===== config.mk =====
export PLATFORM = sky130hd
export DESIGN_NAME = mem_arbiter
export DESIGN_NICKNAME = d
export VERILOG_FILES = /design/src/rtl/mem_arb_pkg.sv /design/src/rtl/mem_arb_pick.sv /design/src/rtl/mem_arbiter.sv
export SDC_FILE = /design/constraint.sdc
export NUM_CORES = 1
export LEC_CHECK = 0
export CAP_MARGIN = 20
export CELL_PAD_IN_SITES_DETAIL_PLACEMENT = 0
export CELL_PAD_IN_SITES_GLOBAL_PLACEMENT = 1
export CORE_UTILIZATION = 35
export CTS_BUF_LIST = sky130_fd_sc_hd__clkbuf_2 sky130_fd_sc_hd__clkbuf_4 sky130_fd_sc_hd__clkbuf_8
export CTS_CLUSTER_SIZE = 28
export DETAILED_ROUTE_END_ITERATION = 8
export GPL_ROUTABILITY_DRIVEN = 0
export PLACE_DENSITY = 0.87
export SLEW_MARGIN = 20
export SYNTH_ARGS = -nofsm -noshare
export SYNTH_HDL_FRONTEND = slang
export SYNTH_SLANG_ARGS = --single-unit

===== constraint.sdc =====
create_clock -name clk -period 4.7 [get_ports clk]
set_input_delay 0.47 -clock clk [delete_from_list [all_inputs] [get_ports clk]]
set_output_delay 0.47 -clock clk [all_outputs]
set_load 0.05 [all_outputs]

===== src/rtl/mem_arb_pkg.sv =====
// Shared types and constants for the main-memory arbiter (mem_arbiter).
// States, owner encoding, access-size codes and the default I/O base live here.
package mem_arb_pkg;

    typedef enum logic [1:0] {
        S_IDLE  = 2'd0,
        S_READ  = 2'd1,
        S_WRITE = 2'd2,
        S_DONE  = 2'd3
    } state_t;

    typedef enum logic {
        OWN_IF  = 1'b0,
        OWN_LSB = 1'b1
    } owner_t;

    localparam logic [1:0] SZ_B = 2'd0;
    localparam logic [1:0] SZ_H = 2'd1;
    localparam logic [1:0] SZ_W = 2'd2;

    localparam logic [31:0] IO_BASE_DEFAULT = 32'h0003_0000;

    // Byte count of a load/store; the illegal code 3 behaves as a word.
    function automatic logic [2:0] size_to_len(input logic [1:0] size);
        case (size)
            SZ_B:    return 3'd1;
            SZ_H:    return 3'd2;
            default: return 3'd4;
        endcase
    endfunction

endpackage


===== src/rtl/mem_arb_pick.sv =====
// Two-way requester picker producing a one-hot grant indexed by owner_t.
// Define MEM_ARB_RR_EN for round-robin ties; otherwise the LSB always wins ties.
module mem_arb_pick
    import mem_arb_pkg::*;
(
    input  logic       i_if_elig,
    input  logic       i_lsb_elig,
`ifdef MEM_ARB_RR_EN
    input  owner_t     i_last_grant,
`endif
    output logic [1:0] o_grant
);

    // NOTE: every output of a combinational block gets a default first so no
    // path through the if/else can leave it unassigned and infer a latch.
    always_comb begin
        o_grant = 2'b00;
        if (i_if_elig && i_lsb_elig) begin
`ifdef MEM_ARB_RR_EN
            if (i_last_grant == OWN_LSB) begin
                o_grant[OWN_IF] = 1'b1;
            end else begin
                o_grant[OWN_LSB] = 1'b1;
            end
`else
            o_grant[OWN_LSB] = 1'b1;
`endif
        end else if (i_if_elig) begin
            o_grant[OWN_IF] = 1'b1;
        end else if (i_lsb_elig) begin
            o_grant[OWN_LSB] = 1'b1;
        end
    end

endmodule


===== src/rtl/mem_arbiter.sv =====
// Arbitrates the byte-wide memory port between instruction fetch and the LSB,
// sequencing byte bursts. Optional round-robin tie-break: define MEM_ARB_RR_EN.
module mem_arbiter
    import mem_arb_pkg::*;
#(
    parameter logic [31:0] IO_BASE = IO_BASE_DEFAULT
) (
    input  logic        clk,
    input  logic        rst,
    input  logic        i_rdy,
    input  logic        i_flush,
    input  logic        i_io_buffer_full,
    input  logic        i_if_req,
    input  logic [31:0] i_if_addr,
    output logic        o_if_ready,
    output logic [31:0] o_if_data,
    input  logic        i_lsb_req,
    input  logic        i_lsb_we,
    input  logic [1:0]  i_lsb_size,
    input  logic [31:0] i_lsb_addr,
    input  logic [31:0] i_lsb_wdata,
    output logic        o_lsb_ready,
    output logic [31:0] o_lsb_rdata,
    input  logic [7:0]  i_mem_din,
    output logic [7:0]  o_mem_dout,
    output logic [31:0] o_mem_a,
    output logic        o_mem_wr
);

    state_t      r_state, w_state_nxt;
    logic [2:0]  r_cnt, w_cnt_nxt;
    logic [2:0]  r_len, w_len_nxt;
    logic [31:0] r_addr, w_addr_nxt;
    logic        r_we, w_we_nxt;
    logic [31:0] r_wdata, w_wdata_nxt;
    owner_t      r_owner, w_owner_nxt;
    logic [31:0] r_data, w_data_nxt;
    logic        r_stalled;

    logic        w_if_elig;
    logic        w_lsb_elig;
    logic [1:0]  w_grant;
    logic        w_flush_if;
    logic        w_pending;
    logic        w_reissue;
    logic [2:0]  w_issue_idx;
    logic [1:0]  w_lane;

`ifdef MEM_ARB_RR_EN
    owner_t      r_last_grant;
`endif

    assign w_if_elig  = i_if_req && !i_flush;
    assign w_lsb_elig = i_lsb_req &&
                        !(i_lsb_we && (i_lsb_addr >= IO_BASE) && i_io_buffer_full);

    mem_arb_pick u_pick (
        .i_if_elig    (w_if_elig),
        .i_lsb_elig   (w_lsb_elig),
`ifdef MEM_ARB_RR_EN
        .i_last_grant (r_last_grant),
`endif
        .o_grant      (w_grant)
    );

    assign w_flush_if = i_flush && (r_owner == OWN_IF) &&
                        ((r_state == S_READ) || (r_state == S_DONE));

    // A byte issued just before a stall has its data lost while frozen, so the
    // address is re-presented during the stall and for one resume cycle.
    assign w_pending   = (r_state == S_READ) && (r_cnt != 3'd0);
    assign w_reissue   = w_pending && (!i_rdy || r_stalled);
    assign w_issue_idx = w_reissue ? (r_cnt - 3'd1) : r_cnt;
    assign w_lane      = r_cnt[1:0] - 2'd1;

    always_comb begin
        w_state_nxt = r_state;
        w_cnt_nxt   = r_cnt;
        w_len_nxt   = r_len;
        w_addr_nxt  = r_addr;
        w_we_nxt    = r_we;
        w_wdata_nxt = r_wdata;
        w_owner_nxt = r_owner;
        w_data_nxt  = r_data;
        o_mem_a     = 32'd0;
        o_mem_dout  = 8'd0;
        o_mem_wr    = 1'b0;
        o_if_ready  = 1'b0;
        o_if_data   = 32'd0;
        o_lsb_ready = 1'b0;
        o_lsb_rdata = 32'd0;

        unique case (r_state)
            S_IDLE: begin
                if (w_grant[OWN_LSB]) begin
                    w_owner_nxt = OWN_LSB;
                    w_addr_nxt  = i_lsb_addr;
                    w_len_nxt   = size_to_len(i_lsb_size);
                    w_we_nxt    = i_lsb_we;
                    w_wdata_nxt = i_lsb_wdata;
                    w_data_nxt  = 32'd0;
                    w_cnt_nxt   = 3'd0;
                    w_state_nxt = i_lsb_we ? S_WRITE : S_READ;
                end else if (w_grant[OWN_IF]) begin
                    w_owner_nxt = OWN_IF;
                    w_addr_nxt  = i_if_addr;
                    w_len_nxt   = 3'd4;
                    w_we_nxt    = 1'b0;
                    w_wdata_nxt = 32'd0;
                    w_data_nxt  = 32'd0;
                    w_cnt_nxt   = 3'd0;
                    w_state_nxt = S_READ;
                end
            end

            S_READ: begin
                if (w_issue_idx < r_len) begin
                    o_mem_a = r_addr + {29'd0, w_issue_idx};
                end
                if (w_flush_if) begin
                    w_state_nxt = S_IDLE;
                    w_cnt_nxt   = 3'd0;
                end else if (!(r_stalled && w_pending)) begin
                    if (w_pending) begin
                        w_data_nxt[{w_lane, 3'b000} +: 8] = i_mem_din;
                    end
                    if (r_cnt == r_len) begin
                        w_state_nxt = S_DONE;
                    end else begin
                        w_cnt_nxt = r_cnt + 3'd1;
                    end
                end
            end

            S_WRITE: begin
                o_mem_a    = r_addr + {29'd0, r_cnt};
                o_mem_dout = r_wdata[{r_cnt[1:0], 3'b000} +: 8];
                o_mem_wr   = i_rdy;
                if (r_cnt == r_len - 3'd1) begin
                    w_state_nxt = S_DONE;
                end else begin
                    w_cnt_nxt = r_cnt + 3'd1;
                end
            end

            S_DONE: begin
                w_state_nxt = S_IDLE;
                w_cnt_nxt   = 3'd0;
                if (r_owner == OWN_IF) begin
                    if (!w_flush_if) begin
                        o_if_ready = i_rdy;
                        o_if_data  = r_data;
                    end
                end else begin
                    o_lsb_ready = i_rdy;
                    o_lsb_rdata = r_data;
                end
            end

            default: w_state_nxt = S_IDLE;
        endcase
    end

    // NOTE: sequential state uses non-blocking assignments so every register
    // samples pre-edge values, independent of statement order.
    always_ff @(posedge clk) begin
        if (rst) begin
            r_state   <= S_IDLE;
            r_cnt     <= 3'd0;
            r_len     <= 3'd0;
            r_addr    <= 32'd0;
            r_we      <= 1'b0;
            r_wdata   <= 32'd0;
            r_owner   <= OWN_LSB;
            r_data    <= 32'd0;
            r_stalled <= 1'b0;
        end else begin
            r_stalled <= !i_rdy;
            if (i_rdy) begin
                r_state <= w_state_nxt;
                r_cnt   <= w_cnt_nxt;
                r_len   <= w_len_nxt;
                r_addr  <= w_addr_nxt;
                r_we    <= w_we_nxt;
                r_wdata <= w_wdata_nxt;
                r_owner <= w_owner_nxt;
                r_data  <= w_data_nxt;
            end
        end
    end

`ifdef MEM_ARB_RR_EN
    always_ff @(posedge clk) begin
        if (rst) begin
            r_last_grant <= OWN_LSB;
        end else if (i_rdy && (r_state == S_IDLE) && (w_grant != 2'b00)) begin
            r_last_grant <= w_grant[OWN_IF] ? OWN_IF : OWN_LSB;
        end
    end
`endif

endmodule

==> results of run 1 <==
## per-layer routing
metal | up-vias | GRT usage | wire length (microns)
li1 | 3443 | - | -
met1 | 3323 | 0.307 | 9980
met2 | 323 | 0.343 | 9920
met3 | 32 | 0.0370 | 1590
met4 | 0 | 0.0664 | 405
met5 | - | 0 | 0
## synth_stat cells (4+ instances only)
library cell and count:
dfxtp_1 106, nor2_1 96, and2_1 46, and3_1 42, mux2i_1 42, clkbuf_1 41, nand2_1 41, a22oi_1 40
a211oi_1 39, a21oi_1 25, nand3_1 22, o21ai_0 22, inv_1 20, a32o_1 19, buf_2 18, ha_1 18
nand2b_1 16, nor3_1 15, a31oi_1 12, nand4_1 12, nor4_1 10, a22o_1 9, mux4_2 8, xor2_1 7
a311oi_1 6, o21a_1 6, o22ai_1 6, a21o_1 4, nor3b_1 4, or3_1 4, or4_1 4
## worst max-delay path, delay by kind of cell, from the launching register on
family | cells | cell delay, ps
adder cells (fa/ha/maj) | 2 | 430
flip-flops | 1 | 350
buffers and inverters | 4 | 610
AND/OR/NAND/NOR | 5 | 1150
multiplexers | 1 | 280
AO/OA/AOI/OAI | 3 | 710
## state kept, by name, summed over array words and instances, names as in the netlist
register and cells:
r_wdata 32, r_addr 32, r_len 3, r_cnt 3, r_owner 1, r_data 32, r_stalled 1, r_state 2
## metrics by stage
step | instances | area, sq um
5_1_grt | 1272 | 9790
2_1_floorplan | 816 | 6800
3_5_place_dp | 1256 | 9560
6_report | 1272 | 9790
3_3_place_gp | 1256 | 9550
4_1_cts | 1272 | 9770
## worst min-delay path by stage
stage	start	end	slack (ps)	depth (start not counted)
after CTS	rst	r_addr[2]$_SDFFE_PP0P_	400	2
after global routing	rst	r_addr[8]$_SDFFE_PP0P_	430	2
after floorplan	r_data[10]$_SDFFE_PP0P_	r_data[10]$_SDFFE_PP0P_	450	1
final	rst	r_addr[3]$_SDFFE_PP0P_	420	2
after global placement	r_data[13]$_SDFFE_PP0P_	r_data[13]$_SDFFE_PP0P_	460	1
after detailed placement	r_data[18]$_SDFFE_PP0P_	r_data[18]$_SDFFE_PP0P_	470	1
## logic make-up after synthesis
kind of cell	after synthesis
and+or+nand+nor	328
adders and majority gates	20
xor gates and xnor gates	9
DFF	106
muxes	51
buffers and inverters	84
AOI/OAI and AO/OA	218
## layout make-up
| class | count | share of cell area |
|---|---|---|
| Multi-Input combinational cell | 626 | 0.448 |
| Clock buffer | 10 | 0.0134 |
| Clock inverter | 6 | 0.00844 |
| Tap cell | 260 | 0.0332 |
| Sequential cell | 106 | 0.217 |
| Inverter | 21 | 0.00805 |
| Timing Repair Buffer | 243 | 0.272 |
## where the power goes
| part | internal [uW] | switching [uW] | leakage, uW | total, uW |
|---|---|---|---|---|
| clock | 265 | 353 | 0.000106 | 617 |
| sequential | 947 | 73.5 | 0.000863 | 1020 |
| combinational | 260 | 305 | 0.00272 | 565 |
## timing repair
action,in CTS,in global routing
gates resized for setup,0,5
setup endpoints to repair,0,18
hold buffers,0,0
buffers inserted,0,0
==> results by group, run 1 <==
Outcome
  • Outcome: completed

Setup path
  • Worst Path Arrival: 3930 ps
  • Worst setup path endpoint: o_mem_a[30]
  • Worst r2r dst: r_data[14]$_SDFFE_PP0P_
  • CP endpoint kind: primary output
  • Crit path from: r_cnt[0]$_SDFFE_PP0P_
  • Largest stage delay, worst path: 450 ps
  • R2r startpoint: r_owner$_SDFFE_PP1P_
  • Slowest cell on crit path: or4_4
  • CP Class: reg -> out
  • CP cell instances: inv_1 > ha_1 > nand2b_1 > nand3_1 > o21ai_0 > buf_4 > fa_1 > a21oi_1 > buf_4 > or4_4 > nor4_4 > nand2_1 > mux2_2 > o22ai_1 > buf_12
  • CP required: about 4200 ps
  • Max Fanout on Critical Path: 5
  • Most frequent CP cell: buf_4
  • CP Launch Type: flop
  • R2R setup slack: about 1800 ps
  • R2R cell count: 6

Job
  • Max-Cap Viols: 0

STA
  • Setup_tns: 0 ps
  • Finish-stage setup viols: 0
  • Actual slew at the worst max-slew pin: a little over 1000 ps
  • Fin Clk Skew: 16.4 ps
  • Slew Limit Fails: 0
  • Minimum clock period: around 4400 ps
  • Final Hold Fails: 0
  • RSZ-0062 raised after global routing: false
  • Minimum hold slack: just over 400 ps
  • Final period util: 0.937
  • Fmax: about 230 MHz
  • Setup ws final: between 200 and 300 ps
  • Rel. slew slack: 0.319

Route
  • Routed WL: ~22000 microns
  • Vias: a little over 7000
  • DRT iter0 DRCs: ~560
  • Total iterations of the first detailed-routing run: 5
  • Remaining DRCs: 0
  • Vias/cell: ~5.6
  • Routed Antenna Nets: 0
  • WL/cell: roughly 17 microns

Power
  • P per Cell Area: around 230 nW/um^2
  • Maximum vdd drop: approximately 0.14 mV
  • Tot Pwr: approximately 2200 uW
  • Pleak: approximately 0.0037 uW

Cells and area
  • Post-layout nets: 1141
  • Commonest non-fill, non-tap cell in the layout: clkdlybuf4s50_1
  • Most frequent cells in the layout: 187 x clkdlybuf4s50_1, 106 x dfxtp_1, 95 x nor2_1
  • Diode count: 0
  • Share of cells above drive strength 1: 0.101
  • Area of the multi-input gates: about 4400 sq um
  • Reg area: 2120 sq um
  • Filler cells: about 1800
  • Synthesis-to-finish area growth: 44.8%
  • Post-layout util: 0.520

Synthesis
  • Synth Area in Compound Gates: 0.236
  • Post-synth EDFFs: 0
  • Main combinational cell family by area after synthesis: simple AND/OR/NAND/NOR gates
  • Synth Area per Inst: 8.29 sq um
  • Post-Synth XOR/XNOR Area: 0.0137
  • Adder-cell area share of the yosys netlist: 0.0392
  • Top_reg_cell synth: dfxtp_1
  • Post-synth top area cell: dfxtp_1
  • Synth Instances: ~820
  • Post-Syn Area: about 6800 sq um
  • Synth Warn #: 0
  • Simple-gate share of the synthesized area: 0.256
  • Largest cells by area after synthesis: dfxtp_1 31%, mux2i_1 6.2%, nor2_1 5.3%, a22oi_1 4.4%, a211oi_1 4.3%
  • Synthesized Nets: 950
  • Share of the synthesized area in the top cell type: 0.314
  • Mux cell area share after synthesis: 0.0905
  • Netlist cell types: 65
  • Seq/Total Area, Yosys: 0.314
  • Post-synthesis register bit count: 106
  • Async set-or-reset flop fraction in the synthesized netlist: 0

Floorplanning
  • Initial Util: 0.359
  • Die Y: roughly 140 microns
  • Core Rows: 50
  • Die Footprint: 19900 sq um
  • Die Span X: around 140 microns
  • CORE AREA: approximately 19000 sq um
  • Ports: ~220

Global route
  • Initial antenna violation count: 0
  • First-pass GRT wire length: 34700 microns
  • Vias in the first global route: about 6400
  • Overflow after GRT: 0
  • Largest net degree at the start of global routing: 76
  • Total GRT Usage: 0.219

Clock tree
  • Total CTS buffers: 9
  • Clock Sinks: 106
  • Root buffer cell: clkbuf_8
  • Bufs on Longest Clock Path: 2
  • CTS tree: yes
  • Worst skew pair latency: 400 ps
  • Clk pin slew, worst setup/hold paths: around 110 ps
  • CTS H-tree depth: 3

Place
  • Dpl hpwl: between 15000 and 20000 microns
  • Setup WS pre-CTS: 357 ps
  • Port Buffer Count: 220

Min path
  • Worst hold path class: in -> reg
Power figures use the tool's default switching activity.
==> inputs of run 2 (changes only) <==
--- a/config.mk
+++ b/config.mk
@@ -13,7 +13,9 @@
 export CTS_CLUSTER_SIZE = 28
 export DETAILED_ROUTE_END_ITERATION = 8
 export GPL_ROUTABILITY_DRIVEN = 0
+export HOLD_SLACK_MARGIN = 0.05
 export PLACE_DENSITY = 0.87
+export SKIP_CTS_REPAIR_TIMING = 1
 export SLEW_MARGIN = 20
 export SYNTH_ARGS = -nofsm -noshare
 export SYNTH_HDL_FRONTEND = slang
==> results of run 2 <==
Same layout as run 1: the final DEF is identical, and so are final timing and power.
